==> src/rtl/game_sequencer_if.sv <==
// Button/doodle inputs and frame/scroll/score outputs of the game sequencer.
// The slave modport is the sequencer's view; master is the driver/observer side.
interface game_sequencer_if;
  logic        start_btn;
  logic        pause_btn;
  logic [9:0]  doodle_y;
  logic        frame_tick;
  logic        doodle_rst;
  logic        scroll_valid;
  logic [4:0]  scroll_step;
  logic [15:0] score;
  logic [1:0]  game_state;
  logic        paused;

  modport slave (
    input  start_btn, pause_btn, doodle_y,
    output frame_tick, doodle_rst, scroll_valid, scroll_step, score, game_state, paused
  );

  modport master (
    output start_btn, pause_btn, doodle_y,
    input  frame_tick, doodle_rst, scroll_valid, scroll_step, score, game_state, paused
  );
endinterface

==> src/rtl/game_sequencer.sv <==
// Doodle-jump game controller: frame tick, IDLE/START/PLAY/OVER sequencing, scroll step and score.
// Optional pause state is built when GAME_PAUSE_EN is defined.
module game_sequencer #(
  parameter int unsigned CLK             = 50000000,
  parameter int unsigned FPS             = 50,
  parameter int unsigned SCREEN_H        = 768,
  parameter int unsigned SCROLL_LINE     = 300,
  parameter int unsigned MAX_SCROLL_STEP = 16
) (
  input logic             clk_i,
  input logic             rst_i,
  game_sequencer_if.slave bus
);

  localparam int unsigned      PERIOD        = CLK / FPS;
  localparam int unsigned      CNT_W         = (PERIOD > 1) ? $clog2(PERIOD) : 1;
  localparam logic [CNT_W-1:0] CNT_LAST      = CNT_W'(PERIOD - 1);
  localparam logic [CNT_W-1:0] CNT_ONE       = CNT_W'(1);
  localparam logic [9:0]       SCREEN_H_V    = 10'(SCREEN_H);
  localparam logic [9:0]       SCROLL_LINE_V = 10'(SCROLL_LINE);
  localparam logic [9:0]       MAX_STEP_V    = 10'(MAX_SCROLL_STEP);

  typedef enum logic [2:0] {
    S_IDLE  = 3'd0,
    S_START = 3'd1,
    S_PLAY  = 3'd2,
    S_OVER  = 3'd3
`ifdef GAME_PAUSE_EN
    ,S_PAUSE = 3'd4
`endif
  } state_e;

`ifdef GAME_PAUSE_EN
  localparam state_e PAUSE_TARGET = S_PAUSE;
`else
  localparam state_e PAUSE_TARGET = S_PLAY;
`endif

  logic [CNT_W-1:0] cnt_q, cnt_d;
  logic             frame_tick_q, frame_tick_d;
  logic             start_btn_q;
  state_e           state_q, state_d;
  logic             doodle_rst_q, doodle_rst_d;
  logic             scroll_valid_q, scroll_valid_d;
  logic [4:0]       scroll_step_q, scroll_step_d;
  logic [15:0]      score_q, score_d;
  logic [1:0]       game_state_q, game_state_d;
  logic             paused_q, paused_d;

  logic             start_rise_s;
  logic             pause_rise_s;
  logic [9:0]       diff_s;
  logic [4:0]       step_s;
  logic [16:0]      sum_s;
  logic [15:0]      sat_s;

  assign start_rise_s = bus.start_btn & ~start_btn_q;

`ifdef GAME_PAUSE_EN
  logic pause_btn_q;
  assign pause_rise_s = bus.pause_btn & ~pause_btn_q;

  // Pause button edge register
  always_ff @(posedge clk_i) begin
    if (rst_i) begin
      pause_btn_q <= 1'b0;
    end else begin
      pause_btn_q <= bus.pause_btn;
    end
  end
`else
  logic pause_unused;
  assign pause_unused = bus.pause_btn;
  assign pause_rise_s = 1'b0;
`endif

  // Clamp before truncating so a large distance never wraps into a small step.
  assign diff_s = SCROLL_LINE_V - bus.doodle_y;
  assign step_s = (diff_s > MAX_STEP_V) ? MAX_STEP_V[4:0] : diff_s[4:0];
  assign sum_s  = {1'b0, score_q} + {12'd0, step_s};
  assign sat_s  = sum_s[16] ? 16'hFFFF : sum_s[15:0];

  // Free-running frame counter, wraps at PERIOD-1
  always_comb begin
    frame_tick_d = (cnt_q == CNT_LAST);
    if (cnt_q == CNT_LAST) begin
      cnt_d = {CNT_W{1'b0}};
    end else begin
      cnt_d = cnt_q + CNT_ONE;
    end
  end

  // Next-state, scroll and score logic
  always_comb begin
    state_d        = state_q;
    scroll_valid_d = 1'b0;
    scroll_step_d  = scroll_step_q;
    score_d        = score_q;
    case (state_q)
      S_IDLE, S_OVER: begin
        if (start_rise_s) begin
          state_d = S_START;
          score_d = 16'd0;
        end else begin
          state_d = state_q;
        end
      end
      S_START: begin
        if (frame_tick_q) begin
          state_d = S_PLAY;
        end else begin
          state_d = S_START;
        end
      end
      S_PLAY: begin
        if (pause_rise_s) begin
          state_d = PAUSE_TARGET;
        end else if (frame_tick_q) begin
          if (bus.doodle_y >= SCREEN_H_V) begin
            state_d       = S_OVER;
            scroll_step_d = 5'd0;
          end else if (bus.doodle_y < SCROLL_LINE_V) begin
            scroll_valid_d = 1'b1;
            scroll_step_d  = step_s;
            score_d        = sat_s;
          end else begin
            scroll_step_d = 5'd0;
          end
        end else begin
          state_d = S_PLAY;
        end
      end
`ifdef GAME_PAUSE_EN
      S_PAUSE: begin
        if (start_rise_s) begin
          state_d = S_START;
          score_d = 16'd0;
        end else if (pause_rise_s) begin
          state_d = S_PLAY;
        end else begin
          state_d = S_PAUSE;
        end
      end
`endif
      default: begin
        state_d = S_IDLE;
      end
    endcase
  end

  // Registered outputs follow the upcoming state; PAUSE reports as PLAY with paused set
  always_comb begin
    doodle_rst_d = 1'b1;
    paused_d     = 1'b0;
    game_state_d = 2'd0;
    case (state_d)
      S_IDLE:  game_state_d = 2'd0;
      S_START: game_state_d = 2'd1;
      S_PLAY: begin
        game_state_d = 2'd2;
        doodle_rst_d = 1'b0;
      end
      S_OVER:  game_state_d = 2'd3;
`ifdef GAME_PAUSE_EN
      S_PAUSE: begin
        game_state_d = 2'd2;
        doodle_rst_d = 1'b0;
        paused_d     = 1'b1;
      end
`endif
      default: game_state_d = 2'd0;
    endcase
  end

  // State and output registers
  always_ff @(posedge clk_i) begin
    if (rst_i) begin
      cnt_q          <= {CNT_W{1'b0}};
      frame_tick_q   <= 1'b0;
      start_btn_q    <= 1'b0;
      state_q        <= S_IDLE;
      doodle_rst_q   <= 1'b1;
      scroll_valid_q <= 1'b0;
      scroll_step_q  <= 5'd0;
      score_q        <= 16'd0;
      game_state_q   <= 2'd0;
      paused_q       <= 1'b0;
    end else begin
      cnt_q          <= cnt_d;
      frame_tick_q   <= frame_tick_d;
      start_btn_q    <= bus.start_btn;
      state_q        <= state_d;
      doodle_rst_q   <= doodle_rst_d;
      scroll_valid_q <= scroll_valid_d;
      scroll_step_q  <= scroll_step_d;
      score_q        <= score_d;
      game_state_q   <= game_state_d;
      paused_q       <= paused_d;
    end
  end

  assign bus.frame_tick   = frame_tick_q;
  assign bus.doodle_rst   = doodle_rst_q;
  assign bus.scroll_valid = scroll_valid_q;
  assign bus.scroll_step  = scroll_step_q;
  assign bus.score        = score_q;
  assign bus.game_state   = game_state_q;
  assign bus.paused       = paused_q;

endmodule

==> src/flat_wrapper.sv <==
// flat-port wrapper written by rule: the top's interface ports become plain ports
module game_sequencer_flat 
#(
  parameter int unsigned CLK             = 50000000,
  parameter int unsigned FPS             = 50,
  parameter int unsigned SCREEN_H        = 768,
  parameter int unsigned SCROLL_LINE     = 300,
  parameter int unsigned MAX_SCROLL_STEP = 16
)
  (clk_i, rst_i, bus_start_btn, bus_pause_btn, bus_doodle_y, bus_frame_tick, bus_doodle_rst, bus_scroll_valid, bus_scroll_step, bus_score, bus_game_state, bus_paused);
  game_sequencer_if bus_i ();
  input logic clk_i;
  input logic rst_i;
  input wire logic [$bits(bus_i.start_btn)-1:0] bus_start_btn;
  input wire logic [$bits(bus_i.pause_btn)-1:0] bus_pause_btn;
  input wire logic [$bits(bus_i.doodle_y)-1:0] bus_doodle_y;
  output wire logic [$bits(bus_i.frame_tick)-1:0] bus_frame_tick;
  output wire logic [$bits(bus_i.doodle_rst)-1:0] bus_doodle_rst;
  output wire logic [$bits(bus_i.scroll_valid)-1:0] bus_scroll_valid;
  output wire logic [$bits(bus_i.scroll_step)-1:0] bus_scroll_step;
  output wire logic [$bits(bus_i.score)-1:0] bus_score;
  output wire logic [$bits(bus_i.game_state)-1:0] bus_game_state;
  output wire logic [$bits(bus_i.paused)-1:0] bus_paused;
  assign bus_i.start_btn = bus_start_btn;
  assign bus_i.pause_btn = bus_pause_btn;
  assign bus_i.doodle_y = bus_doodle_y;
  assign bus_frame_tick = bus_i.frame_tick;
  assign bus_doodle_rst = bus_i.doodle_rst;
  assign bus_scroll_valid = bus_i.scroll_valid;
  assign bus_scroll_step = bus_i.scroll_step;
  assign bus_score = bus_i.score;
  assign bus_game_state = bus_i.game_state;
  assign bus_paused = bus_i.paused;
  game_sequencer #(.CLK(CLK), .FPS(FPS), .SCREEN_H(SCREEN_H), .SCROLL_LINE(SCROLL_LINE), .MAX_SCROLL_STEP(MAX_SCROLL_STEP)) u_core (.clk_i(clk_i), .rst_i(rst_i), .bus(bus_i));
endmodule
==> config.mk <==
export PLATFORM = sky130hd
export DESIGN_NAME = game_sequencer_flat
export DESIGN_NICKNAME = d
export VERILOG_FILES = /design/src/rtl/game_sequencer_if.sv /design/src/rtl/game_sequencer.sv /design/src/flat_wrapper.sv
export SDC_FILE = /design/constraint.sdc
export NUM_CORES = 1
export LEC_CHECK = 0
export ABC_CLOCK_PERIOD_IN_PS = 10000
export BUFFER_PORTS_ARGS = -buffer_cell sky130_fd_sc_hd__buf_2
export CORE_UTILIZATION = 40
export DETAILED_ROUTE_END_ITERATION = 8
export GPL_TIMING_DRIVEN = 0
export PLACE_DENSITY = 0.61
export SYNTH_ARGS = -nofsm -noshare
export SYNTH_HDL_FRONTEND = slang
export SYNTH_SLANG_ARGS = --single-unit
==> constraint.sdc <==
create_clock -name clk_i -period 10 [get_ports clk_i]
set_clock_uncertainty 0.05 [all_clocks]
set_input_delay 2 -clock clk_i [delete_from_list [all_inputs] [get_ports clk_i]]
set_output_delay 2 -clock clk_i [all_outputs]
set_load 0.01 [all_outputs]
After elaboration in Yosys (flattened, before gate mapping)

Cells that the tools add are included.

Bits of input ports: 14
Word-level logic and storage cells: 54
Output and inout port bits: 27
Bits in registers: 50

Reduce and logical (&&, ||, !) cells: 7
Add/sub/neg operators: 3
Mux-type cells: 17
$lt $le $gt $ge: 3
Equal/unequal tests: 11
Bitwise operators: 4

Operators with widths:

| kind                                                                  | number |
|---|---|
| 16-bit two-way mux                                                    | 5 |
| 16-bit case mux with 2 select lines                                   | 1 |
| 20-bit by 1-bit adder with 20-bit output, second input constant       | 1 |
| 20-bit equality test, second input constant                           | 1 |
| 16-bit by 5-bit adder with 17-bit output                              | 1 |
| 5-bit two-way mux                                                     | 3 |
| 3-bit by 2-bit equality test with 1-bit output, second input constant | 4 |
| 10-bit greater-or-equal comparator, second input constant             | 1 |
| 10-bit by 5-bit > comparator with 1-bit output, second input constant | 1 |
| 10-bit by 9-bit < comparator with 1-bit output, second input constant | 1 |
| 9-bit by 10-bit subtractor with 10-bit output, first input constant   | 1 |
| 3-bit two-way mux                                                     | 3 |
| 3-bit case mux with 3 select lines                                    | 1 |
| 3-bit by 1-bit equality test with 1-bit output, second input constant | 2 |
| 2-bit by 1-bit != test with 1-bit output, second input constant       | 3 |
| 2-bit case mux with 3 select lines                                    | 1 |
| 5-bit AND reduction                                                   | 1 |
| 2-bit OR reduction                                                    | 2 |
| 4-bit OR reduction                                                    | 1 |
| 3-bit logical NOT                                                     | 1 |
| 1-bit NOT                                                             | 3 |
| 1-bit two-way mux                                                     | 2 |
| 2-bit two-way mux                                                     | 1 |
| 2-bit != test, second input constant                                  | 1 |
| 3 further kinds                                                       | 3 |

Depth between registers and ports, before layout

Word-level depth: 9
Gate-level depth with buffers: 16

Worst setup path after synthesis

No wires, ideal clock.

Path type: input port to flip-flop
From: input bus_doodle_y[0]
To: register u_core.score_q[6] (netlist: u_core.bus.score[6])
Data arrival time: 5.390 ns
Setup time: 0.086 ns
Path slack: 4.474 ns
Stages on the path: 16
Cells stage by stage: inv_1 ha_1 and3b_1 buf_6 or3_1 a2111oi_2 o21ai_2 nor3_1 ha_1 inv_1 fa_1 nor2b_1 o31a_1 o2111ai_1 and4_1 a211oi_1

Cells in the longest elaborated chain, start to end: 9
Elaborated cells between the ends (all ways): 14
Classes of those cells: add/sub: 2; order compare: 3; eq/ne: 2; mux: 6; reduce/logical: 1

RTL lines:

| what                                           | line                  | source |
|---|---|---|
| start: declaration                             | flat_wrapper.sv:16    | `input wire logic [$bits(bus_i.doodle_y)-1:0] bus_doodle_y;` |
| 9-bit by 10-bit subtractor with 10-bit output  | game_sequencer.sv:78  | `assign diff_s = SCROLL_LINE_V - bus.doodle_y;` |
| 10-bit by 5-bit > comparator with 1-bit output | game_sequencer.sv:79  | `assign step_s = (diff_s > MAX_STEP_V) ? MAX_STEP_V[4:0] : diff_s[4:0];` |
| 5-bit two-way mux                              | game_sequencer.sv:79  |  |
| 16-bit by 5-bit adder with 17-bit output       | game_sequencer.sv:80  | `assign sum_s = {1'b0, score_q} + {12'd0, step_s};` |
| 16-bit two-way mux                             | game_sequencer.sv:81  | `assign sat_s = sum_s[16] ? 16'hFFFF : sum_s[15:0];` |
| 16-bit two-way mux                             | game_sequencer.sv:122 | `end else if (bus.doodle_y < SCROLL_LINE_V) begin` |
| 16-bit two-way mux                             | game_sequencer.sv:119 | `if (bus.doodle_y >= SCREEN_H_V) begin` |
| 16-bit two-way mux                             | game_sequencer.sv:118 | `end else if (frame_tick_q) begin` |
| 16-bit case mux with 2 select lines            | game_sequencer.sv:99  | `case (state_q)` |
| end signal: assignment                         | game_sequencer.sv:196 | `score_q <= score_d;` |
| end: declaration                               | game_sequencer.sv:46  | `logic [15:0] score_q, score_d;` |

Parallel ways exist; a longest one is shown, timed or not. The select of a mux whose other input is x is not followed.
A chain may end at the register's enable or synchronous reset.

Final worst setup path

Same ends and word-level chain as after synthesis.

==> results <==
- The path class of the lowest-slack min-delay path is reg -> reg.
- The congestion estimate from routability-driven global placement came to between 0.8 and 0.9.
- The number of hold violations in the final report came to 0.
- Once the floorplan was initialized, standard cells occupied 41.3% of the core.
- For the pin with the worst max-slew slack, the measured transition is 0.679 ns.
- The routed wire length on met3 is between 200 and 250 um.
- Compared with the post-synthesis result, the final layout area differs by 13.8%.
- The sequential cell area fraction in the yosys report is a little over a third.
- The maximum clock insertion buffer count is 2.
- The most common flop cell mapped by yosys is dfxtp_1.
- Yosys mapped a number of flops with a built-in enable equal to 0.
- The cell type of the slowest stage on the worst timing path is fa_1.
- Signal routing reaches up to met4.
- Buffers placed on the I/O ports in this run total 36.
- TritonCTS created 5 clock buffers.
- The remaining antenna violation count is 0.
- Post-CTS timing repair inserted 0 buffers for setup.
- The setup-violating endpoint count in the final report is 0.
- The total met2 wirelength after detailed routing is 2990 um.
- The biggest fanout along the worst timing path is 9.
- The number of global-route vias before repair is ~2300.
- TritonCTS built the clock tree.
- Buffers inserted to repair hold after CTS numbered 0.
- The utilization after layout is around 47%.
- The cell total after placement is about 450.
- The number of buffer and inverter stages on the critical path is 4.
- After routing, the total negative slack on setup checks comes to 0 ns.
- The initial antenna violation count is 0.
- Setup repair after global routing left no endpoint under its margin.
- The maximum level of the CTS H-tree is 2.
- The number of top-level design ports is 41.
- The routed design has 6220 um of wire.
- 0 antenna diodes ended up in the layout.
- Cells with a size suffix above 1 make up 15.2% of the layout.
- In this run the power density over the cells is approximately 110 nW/um^2.
- The static leakage is between 1 and 1.5 nW.
- Entering global routing, the biggest net connects 17 pins.
- After global routing the overflow that remains totals 0.
- During synthesis, Yosys emitted a total of 0 warnings.
- The tree built by TritonCTS fans out to 50 sinks.
- The minimum clock period is around 6 ns.
- The total die area is about 7300 um^2.
- Walking the worst path, the cells encountered are buf_2 > inv_1 > ha_1 > and3b_1 > buf_6 > or3_1 > a2111oi_2 > o21ai_2 > nor3_1 > ha_1 > inv_1 > fa_1 > nor2b_1 > o31a_1 > o2111ai_1 > and4_1 > a211oi_1.
- In the final routing, the length of wire on met1 measures around 2900 um.
- The clock reaches the later pin of the worst-skew pair after about 0.30 ns.
- The detailed-route DRC error count is 0.
- The number of flip-flops and latches in the synthesized netlist is 50.
- After the last flow step, the layout net total stands at 397.
- The fraction of the cycle the final worst path needs is roughly three fifths.
- The kind of start point of the critical path is an input pin.
- In this design, the stage delay of the slowest critical-path cell is roughly 0.4 ns.
- Measured along the x axis, the die boundary spans 85.5 um.
- The count of TritonRoute iterations in the first routing pass is 4.
- In this run the vertical extent of the chip is roughly 85 um.
- The core region is 6760 um^2.
- Of all flip-flops after synthesis, the portion carrying an async set or reset was 0%.
- The family of cells with the greatest summed delay on the critical path is compound AO/OA/AOI/OAI gates.
- By startpoint and endpoint, the worst setup path is classified as in -> reg.
- In this run the clock root is driven by a clkbuf_8.
- OpenSTA, run right after detailed placement, puts the worst setup slack at 3.79 ns.
- After synthesis, the mean cell area works out to approximately 8.4 um^2.
- In the final layout, flip-flops and latches occupy around 1000 um^2.
- The post-CTS resize count is 0.
- The flow ran to the end, and the final reports show no timing, DRC or antenna violations.
- The number of vias per cell after detailed routing is between 5 and 6.
- Synthesis handed over a netlist of 330 instances.
- The mean routed wirelength per cell is between 10 and 15 um.
- The final total power is about 360 uW.
- The final-report max-slew violation count is 0.
- The clock transition at the registers of the reported paths is approximately 0.090 ns.
- Summed over all nets, the half-perimeter wirelength after detailed placement is between 4000 and 5000 um.
- STA classifies the critical path endpoint as a flop.
- The first-pass GRT wire length is ~10000 um.
- Across the VDD grid, the largest voltage drop is around 0.061 mV.
- The max-cap violation count is 0.
- The row count is 30.
- The filler cell count is ~690.
- The number of DRC violations after detailed-routing iteration 0 is ~120.
- The data arrival time of the critical path is ~6 ns.
- After the flow finishes, the layout carries non-filler instances totaling ~460.
- The worst-case setup margin in the final layout is approximately 4.1 ns.
- For this run, the top clock speed supported by timing is 169 MHz.
- The area of combinational cells with multiple inputs is ~1700 um^2.
- Headroom to the max-slew limit came out at between 50% and 60%.
- The overall routing resource usage is 17.4%.
- The netlist uses between 60 and 70 different library cells.
- Detailed routing inserted a total of between 2000 and 3000 vias.
- The netlist area before placement is between 2000 and 3000 um^2.
- The required arrival time at the worst endpoint is about 10 ns.
==> cells in the final DEF (no fill, tap or decap), types with 3 or more instances in the layout <==
master     instances
ha_1               8
xor2_1            12
nand2_1           23
buf_2             39
nor3_1             9
or3_1              6
o31ai_1            3
a31oi_1            6
nand3_1            9
clkbuf_8           6
and3_1             5
o211ai_1           5
clkbuf_1           9
a211oi_1           8
o21ai_0           11
o2bb2ai_1          3
xnor2_1           11
o2111ai_1          5
inv_1             15
nand4_1            4
nor2_1            33
and4_1             3
and2_1             4
nor2b_1            5
o21ai_1            5
o21a_1             7
or2_1              4
dfxtp_1           50
a21oi_1           14
nor4_1             6
==> metrics by stage <==
stage	hold WS [ns]	area (um^2)
finish	0.407	3170
global route	0.427	3170
CTS	0.412	3170
detailed placement	0.396	3070
global placement	0.379	3070
floorplan	0.368	2790
==> area by class of cell <==
type,count,share of cell area (%)
Multi-Input combinational cell,250,52.3
Clock buffer,6,2.60
Clock inverter,2,0.552
Inverter,17,2.01
Buffer,14,2.13
Sequential cell,50,31.6
Timing Repair Buffer,36,5.68
Tap cell,80,3.16
==> synth_stat cells (7+ instances only) <==
master,instances,area share [%]
dfxtp_1,50,36
nor2_1,33,4.4
nand2_1,23,3.1
inv_1,15,2.0
a21oi_1,14,2.5
xor2_1,12,3.8
o21ai_0,11,2.0
xnor2_1,11,3.5
clkbuf_1,9,1.2
nand3_1,9,1.6
nor3_1,9,1.6
a211oi_1,8,2.2
ha_1,8,3.6
o21a_1,7,1.9
==> power by group <==
group	switching [mW]	internal, mW	total [mW]
Combinational	0.0197	0.0113	0.0310
Sequential	0.00109	0.201	0.202
Clock	0.0689	0.0570	0.126
Total	0.0897	0.269	0.359
==> path summary, 6_finish.rpt <==
kind / from / endpoint / slack, ns / cells past startpoint
setup / recovery: bus_doodle_y[0] / u_core.bus.score[6] / 4.09 / 17
hold reg to reg: u_core.cnt_q[0] / u_core.cnt_q[0] / 0.41 / 1
setup reg to reg: u_core.bus.score[0] / u_core.bus.score[6] / 7.46 / 8
hold / removal: u_core.cnt_q[0] / u_core.cnt_q[0] / 0.41 / 1
==> layer usage <==
metal	GRT usage (%)	up-vias
met2	30.3	47
li1	-	1305
met4	6.67	0
met3	3.50	15
met5	0	-
met1	21.0	1184
==> logic make-up (layout without fill, tap and decap cells) <==
kind of cell | count (synthesis) | after routing | share of synthesized area (%)
buffers and inverters | 31 | 75 | 4.71
other | 1 | 2 | 0.135
DFF | 50 | 50 | 35.9
adders and majority gates | 9 | 9 | 4.31
muxes | 1 | 1 | 0.404
xor gates and xnor gates | 23 | 23 | 7.23
and+or+nand+nor | 120 | 120 | 21.8
AOI/OAI and AO/OA | 95 | 95 | 25.5
==> registers in the layout, indices dropped and copies added (netlist names) <==
register and flops:
u_core.bus.game_state 2, u_core.cnt_q 20, u_core.bus.scroll_valid 1, u_core.bus.frame_tick 1
u_core.state_q 3, u_core.bus.score 16, u_core.start_btn_q 1, u_core.bus.doodle_rst 1
u_core.bus.scroll_step 5
(Power assumes the default switching activity.)
